===== config.mk =====
export PLATFORM = sky130hd
export DESIGN_NAME = serial_word_deserializer
export DESIGN_NICKNAME = d
export VERILOG_FILES = /design/src/rtl/serdes_pkg.sv /design/src/rtl/word_hold_buf.sv /design/src/rtl/serial_word_deserializer.sv
export SDC_FILE = /design/constraint.sdc
export NUM_CORES = 1
export LEC_CHECK = 0
export CORE_MARGIN = 3
export CORE_UTILIZATION = 48
export CTS_CLUSTER_DIAMETER = 150
export CTS_CLUSTER_SIZE = 20
export DETAILED_ROUTE_END_ITERATION = 12
export PLACE_DENSITY = 0.86
export SYNTH_ARGS = -nofsm -noshare
export SYNTH_HDL_FRONTEND = slang
export SYNTH_HIERARCHICAL = 1
export SYNTH_SLANG_ARGS = --single-unit

===== constraint.sdc =====
create_clock -name clk -period 1.7 [get_ports clk]
set_input_delay 0.34 -clock clk [delete_from_list [all_inputs] [get_ports clk]]
set_output_delay 0.34 -clock clk [all_outputs]
set_load 0.01 [all_outputs]

===== src/rtl/serdes_pkg.sv =====
// Shared definitions for the serial link: receiver FSM states and bit-order encodings.
// The transmitter side imports the same package so both ends agree on the dir encoding.
package serdes_pkg;

    typedef enum logic {
        IDLE = 1'b0,
        RECV = 1'b1
    } deser_state_t;

    localparam logic DIR_MSB_FIRST = 1'b0;
    localparam logic DIR_LSB_FIRST = 1'b1;

endpackage


===== src/rtl/word_hold_buf.sv =====
// One-entry valid/ready holding register for assembled words.
// It accepts a load when empty or draining; otherwise the caller must treat the word as dropped.
module word_hold_buf #(
    parameter int WIDTH = 4
) (
    input  logic             clk,
    input  logic             rst_n,
    input  logic             load_i,
    input  logic [WIDTH-1:0] data_i,
    input  logic             prdy_i,
    output logic             accept_o,
    output logic [WIDTH-1:0] pout_o,
    output logic             pval_o
);

    logic [WIDTH-1:0] pout_q, pout_d;
    logic             pval_q, pval_d;

    assign accept_o = !pval_q || prdy_i;

    always_comb begin
        pout_d = pout_q;
        pval_d = pval_q;
        if (load_i && accept_o) begin
            pout_d = data_i;
            pval_d = 1'b1;
        end else if (pval_q && prdy_i) begin
            pval_d = 1'b0;
        end
    end

    always_ff @(posedge clk) begin
        if (!rst_n) begin
            pout_q <= '0;
            pval_q <= 1'b0;
        end else begin
            pout_q <= pout_d;
            pval_q <= pval_d;
        end
    end

    assign pout_o = pout_q;
    assign pval_o = pval_q;

endmodule


===== src/rtl/serial_word_deserializer.sv =====
// Serial-to-parallel receiver: reassembles WIDTH-bit words from an MSB- or LSB-first bit stream
// framed by a start-of-frame marker, with sticky overflow and framing-error flags.
module serial_word_deserializer
    import serdes_pkg::*;
#(
    parameter int WIDTH = 4
) (
    input  logic             clk,
    input  logic             rst_n,
    input  logic             sin_i,
    input  logic             sval_i,
    input  logic             sof_i,
    input  logic             dir_i,
    input  logic             clr_i,
    input  logic             prdy_i,
    output logic [WIDTH-1:0] pout_o,
    output logic             pval_o,
    output logic             busy_o,
    output logic             ovf_o,
    output logic             ferr_o
);

    localparam int CW = $clog2(WIDTH);
    localparam logic [CW-1:0] CNT_LAST = CW'(WIDTH - 1);

    deser_state_t     state_q, state_d;
    logic [CW-1:0]    cnt_q, cnt_d;
    logic [WIDTH-1:0] sh_q, sh_d;
    logic             dir_q, dir_d;
    logic             ovf_q, ovf_d;
    logic             ferr_q, ferr_d;
    logic             word_done;
    logic             ferr_set;
    logic             buf_accept;

    function automatic logic [WIDTH-1:0] shift_in(input logic [WIDTH-1:0] sh,
                                                  input logic bit_in,
                                                  input logic dir);
        if (dir == DIR_MSB_FIRST)
            return {sh[WIDTH-2:0], bit_in};
        else
            return {bit_in, sh[WIDTH-1:1]};
    endfunction

    always_comb begin
        state_d   = state_q;
        cnt_d     = cnt_q;
        sh_d      = sh_q;
        dir_d     = dir_q;
        word_done = 1'b0;
        ferr_set  = 1'b0;
        case (state_q)
            IDLE: begin
                if (sval_i && sof_i) begin
                    sh_d    = shift_in(sh_q, sin_i, dir_i);
                    dir_d   = dir_i;
                    cnt_d   = CW'(1);
                    state_d = RECV;
                end
            end
            RECV: begin
                if (sval_i && sof_i) begin
                    // Restart on the new SOF bit; the partial word is simply overwritten.
                    ferr_set = 1'b1;
                    sh_d     = shift_in(sh_q, sin_i, dir_i);
                    dir_d    = dir_i;
                    cnt_d    = CW'(1);
                end else if (sval_i) begin
                    sh_d = shift_in(sh_q, sin_i, dir_q);
                    if (cnt_q == CNT_LAST) begin
                        word_done = 1'b1;
                        cnt_d     = '0;
                        state_d   = IDLE;
                    end else begin
                        cnt_d = cnt_q + CW'(1);
                    end
                end
            end
            default: state_d = IDLE;
        endcase

        // Set has priority over clear on both sticky flags.
        ovf_d  = (word_done && !buf_accept) ? 1'b1 : (clr_i ? 1'b0 : ovf_q);
        ferr_d = ferr_set ? 1'b1 : (clr_i ? 1'b0 : ferr_q);
    end

    always_ff @(posedge clk) begin
        if (!rst_n) begin
            state_q <= IDLE;
            cnt_q   <= '0;
            dir_q   <= DIR_MSB_FIRST;
            ovf_q   <= 1'b0;
            ferr_q  <= 1'b0;
        end else begin
            state_q <= state_d;
            cnt_q   <= cnt_d;
            dir_q   <= dir_d;
            ovf_q   <= ovf_d;
            ferr_q  <= ferr_d;
        end
    end

    // Shift data needs no reset: the bit counter restarts every frame.
    always_ff @(posedge clk) begin
        sh_q <= sh_d;
    end

    word_hold_buf #(
        .WIDTH(WIDTH)
    ) u_hold (
        .clk     (clk),
        .rst_n   (rst_n),
        .load_i  (word_done),
        .data_i  (sh_d),
        .prdy_i  (prdy_i),
        .accept_o(buf_accept),
        .pout_o  (pout_o),
        .pval_o  (pval_o)
    );

    assign busy_o = (state_q == RECV);
    assign ovf_o  = ovf_q;
    assign ferr_o = ferr_q;

endmodule

Word level (Yosys, flattened, before mapping)
Cells that the tools add are included.

Input bits: 8. Word-level logic and storage cells: 51. Bits in registers: 15. Output and inout bits: 8.

Add/sub/neg operators: 1. Equality and inequality tests: 3. Reductions and logical operators: 11. Multiplexer cells: 27. Bitwise gates (word level): 1.

Operators by type and width (count): $mux W4 (5); $mux W1 (15); $mux W2 (4); $pmux W4 S2 (1); $reduce_bool A2 Y1 (3); $logic_and A1 B1 Y1 (4); $pmux W2 S2 (1); $ne A3 B2 Y1 const B (1); $add A2 B1 Y2 const B (1); $eq A2 B2 Y1 const B (1); $logic_not A1 Y1 (2); $ne A2 B2 Y1 const B (1); $pmux W1 S2 (1); $reduce_and A2 Y1 (1); $logic_or A1 B1 Y1 (1); $not A1 Y1 (1).

Depth between registers and ports, before layout
Word-level depth: 7. Gate-level depth with buffers: 6. Mapped depth without buffers: 5.

By module
Netlist, hierarchy kept.

By module, submodules not included: serial_word_deserializer (cells each 60, seq. area each 200.2 µm², area each 553.0 µm², times used 1); word_hold_buf (cells each 23, seq. area each 100.1 µm², area each 224.0 µm², times used 1).

Worst setup path after synthesis
OpenSTA, ideal clock, no wires.

Path type: reg-to-reg. Start point: register state_q (netlist: busy_o). End point: register u_hold.pout_q[0] (netlist: u_hold/pout_o[0]). Cell stages (with the launch flop): 5. Arrival time: 1.129 ns. Data required time: 1.585 ns. Library setup time: 0.115 ns. Setup slack: 0.456 ns. Period minus slack after synthesis: 1.244 ns. Path buffers: 0. Cells stage by stage: dfxtp_1 nand2b_2 nor2_1 and2_4 o21ai_2.

Word-level cells in the longest chain between the ends: 2. Elaborated cells on any way between the ends: 4. Classes of those cells: 2 x mux; 1 x bitwise; 1 x reduce/logical.

Ends and longest elaborated chain: start: declaration (RTL line serial_word_deserializer.sv:26) `deser_state_t state_q, state_d;`; start signal: assignment (RTL line serial_word_deserializer.sv:95) `state_q <= state_d;`; $mux W1 (RTL line serial_word_deserializer.sv:52) `case (state_q)`; via word_done (RTL line serial_word_deserializer.sv:32) `logic word_done;`; $logic_and A1 B1 Y1 (RTL line word_hold_buf.sv:24) `if (load_i && accept_o) begin`; end signal: assignment (RTL line word_hold_buf.sv:37) `pout_q <= pout_d;`; end: declaration (RTL line word_hold_buf.sv:16) `logic [WIDTH-1:0] pout_q, pout_d;`.

The timed path passes the listed nets, and every way through them passes these cells. A chain may end at the register's enable or synchronous reset.

Worst setup path after layout
Start point: register state_q (netlist: busy_o). End point: output busy_o.

RTL lines: end: declaration (RTL line serial_word_deserializer.sv:18) `output logic busy_o,`.

No word-level cell between the ends.

==> metrics.csv <==
stage,metric,value,unit
status,status,completed,
setup_path,crit_family,buffers and inverters,
setup_path,worstReg2RegStart,dir_q,
routing,drt_drc_violations_left,0,
timing,hold_viol_final,0,
routing,drtIter0Drc,19,
timing,skew,0.00106,ns
cts,clk_pin_slew,0.09,ns
timing,worstMarginPinSlew,0.492,ns
setup_path,worstPathArrival,1.29,ns
power_and_ir_drop,vdd_drop_max,0.538,mV
setup_path,crit_fanout,7,
power_and_ir_drop,p_total,0.747,mW
setup_path,cp_cell_sequence,clkdlybuf4s50_1,
floorplan,die_h,46.2,µm
yosys,synth_cell_types,26,
cts,clkLatencyLatePin,0.28,ns
yosys,netlist_area,777,µm²
yosys,synth_seq_cells,15,
cts,cts_inserted_buffers,3,
finish,final_cells,115,
floorplan,core,1400,µm²
setup_path,critical_path.max_stage_delay,0.59,ns
finish,num-nets-final,110,
routing,num_vias,652,
setup_path,critPathSlowestCell,clkdlybuf4s50_1,
power_and_ir_drop,powerDensity,794,nW/µm²
floorplan,initial_core_util,0.555,
placement,dpl.hpwl,1.22,mm
timing,setup_viol,0,
timing,final_max_slew_viol_count,0,
setup_path,worst_setup_path_start_kind,flip-flop,
routing,drt-vias-per-instance,5.67,
cts,cts-root-buf,clkbuf_4,
routing,wire_per_inst,14.2,µm
flow_run,max_cap_violations,0,
cts,cts_buffer_depth,2,
setup_path,critical_path_class,flip-flop to output port,
min_path,min_from,u_hold/pout_o[2],
setup_path,crit_start,busy_o,
cts,cts_tree,yes,
cts,h-tree-depth,1,
timing,period_share,0.960,
placement,place_area,913,µm²
timing,max_freq,613,MHz
routing,drt_pre_antenna_iters,4,
routing,wirelength,1.63,mm
yosys,seq_area_frac_synth,0.386,
min_path,hold_class,flip-flop to flip-flop,
setup_path,cp.required,1.36,ns
yosys,synth_warnings,6,
setup_path,worstSetupEndpointType,output port,
yosys,avgSynthCellArea,9.36,µm²
yosys,synth.net_count,92,
timing,rsz0062_at_grt,no,
timing,post-route-min-period,1.63,ns
grt,grt_pass1_vias,582,
grt,grt_pass1_wl,2.66,mm
floorplan,num_rows,13,
yosys,ys_async_sr_fraction,0,
power_and_ir_drop,power.leakage,0.348,nW
floorplan,fp.dieW,46.2,µm
yosys,synth_top_area_share,0.386,
floorplan,ios,16,
setup_path,worst-path-buf-inv,1,
grt,grt_max_degree,17,
yosys,synth.area.top_cells,"dfxtp_1 (39%), mux2i_1 (6.4%), buf_6 (5.8%), a221oi_1 (4.5%), o21ai_2 (4.5%)",
finish,area_delta_synth_final,21.1,%
placement,place.gp.congestion,0.882,
yosys,synth_top_cell_by_area,dfxtp_1,
grt,gr-total-overflow,0,
placement,port_buffers,15,
timing,relSlewSlack,0.671,
cts,clkSinkCount,15,
finish,drive_gt1_frac,0.170,
yosys,synth-edff-count,0,
routing,drt.antenna.violating_nets,0,
placement,dp_cells,111,
finish,antenna-diode-count,0,
finish,stdcell_area,941,µm²
floorplan,dieArea,2140,µm²
grt,antenna_found_initial,0,
cts,hold_buffers,0,
grt,grt.total_usage,0.182,
yosys,synth_ff_type,dfxtp_1,
yosys,syn_inst,83,
## stage by stage
step / hold WS (ns) / setup TNS (ns) / setup WS, ns / utilization
after floorplan: 0.462 / 0 / 0.456 / -
after global placement: 0.448 / -0.273 / -0.0783 / 0.653
after detailed placement: 0.453 / -0.441 / -0.149 / 0.653
after CTS: 0.471 / 0 / 0.0670 / 0.673
after global routing: 0.502 / 0 / 0.0397 / 0.673
final: 0.467 / 0 / 0.0680 / 0.673
## layer usage
metal	part of all wire	global-route usage	vias to the layer above
li1	-	-	328
met1	0.50	0.232	305
met2	0.45	0.258	15
met3	0.037	0.0547	4
met4	0.019	0.125	0
met5	0	0	-
## worst min-delay path: stages, from the launching register on
cell     delay [ns]
dfxtp_1        0.32
nand2_1        0.07
o21ai_2        0.05
## area by class of cell
cell class | count | area [µm²]
fillers | 110 | 458
multi-input cells | 59 | 403
flip-flops and latches | 15 | 302
repair buffers | 19 | 180
clock buffers | 4 | 26.3
well taps | 15 | 18.8
inverters | 3 | 11.3
## where the power goes
part,switching [mW],internal [mW]
Clock,0.113,0.0911
Sequential,0.0330,0.381
Combinational,0.0586,0.0704
Total,0.204,0.543
## logic make-up (layout without fill, tap and decap cells)
kind of cell	count (synthesis)	count (layout)	share of synthesized area
flops	15	15	0.386
simple gates	33	33	0.243
buf+inv	9	26	0.0950
fa+ha+maj	1	1	0.0161
compound gates	20	20	0.195
mux	5	5	0.0644
## worst paths after layout
check                           to  slack [ns]  depth (start not counted)
setup reg to reg  u_hold/pout_o[3]        0.34                          5
setup / recovery            busy_o        0.07                          1
hold reg to reg   u_hold/pout_o[2]        0.47                          2
hold / removal    u_hold/pout_o[2]        0.47                          2
## cells in the final DEF, fill, tap and decap left out
cell type | netlist | layout
clkbuf_1 | 1 | 1
clkbuf_4 | 0 | 3
nor2_1 | 6 | 6
o32ai_1 | 1 | 1
o21ai_0 | 1 | 1
clkdlybuf4s50_1 | 0 | 15
dfxtp_2 | 0 | 1
nand4_1 | 4 | 4
ha_1 | 1 | 1
and2_4 | 2 | 2
a221oi_1 | 4 | 4
mux2i_1 | 5 | 5
o21ai_2 | 4 | 4
nand2_1 | 8 | 8
and2b_1 | 3 | 3
nand3_1 | 1 | 1
a21boi_0 | 1 | 1
inv_1 | 3 | 3
dfxtp_1 | 15 | 14
nor2b_1 | 5 | 5
nand2b_4 | 1 | 1
a21oi_1 | 3 | 3
and2_1 | 2 | 2
a211oi_1 | 4 | 4
o22ai_1 | 1 | 1
nand2b_2 | 1 | 1
buf_4 | 0 | 4
o21a_2 | 1 | 1
## synth_stat cells (3+ instances only)
master / count
buf_6: 4
a21oi_1: 3
and2b_1: 3
nor2_1: 6
dfxtp_1: 15
a211oi_1: 4
nand4_1: 4
nand2_1: 8
o21ai_2: 4
mux2i_1: 5
nor2b_1: 5
a221oi_1: 4
inv_1: 3
## sequential cells by signal, summed over array words and instances, names as in the netlist
signal,cells
sh_q,4
dir_q,1
cnt_q,2
u_hold/pval_o,1
ferr_o,1
u_hold/pout_o,4
busy_o,1
ovf_o,1
## repair_timing
item / in CTS / in global routing
buffers inserted: 0 / 0
setup endpoints to repair: 1 / 0
resized for setup: 1 / 0
(Power assumes the default switching activity.)
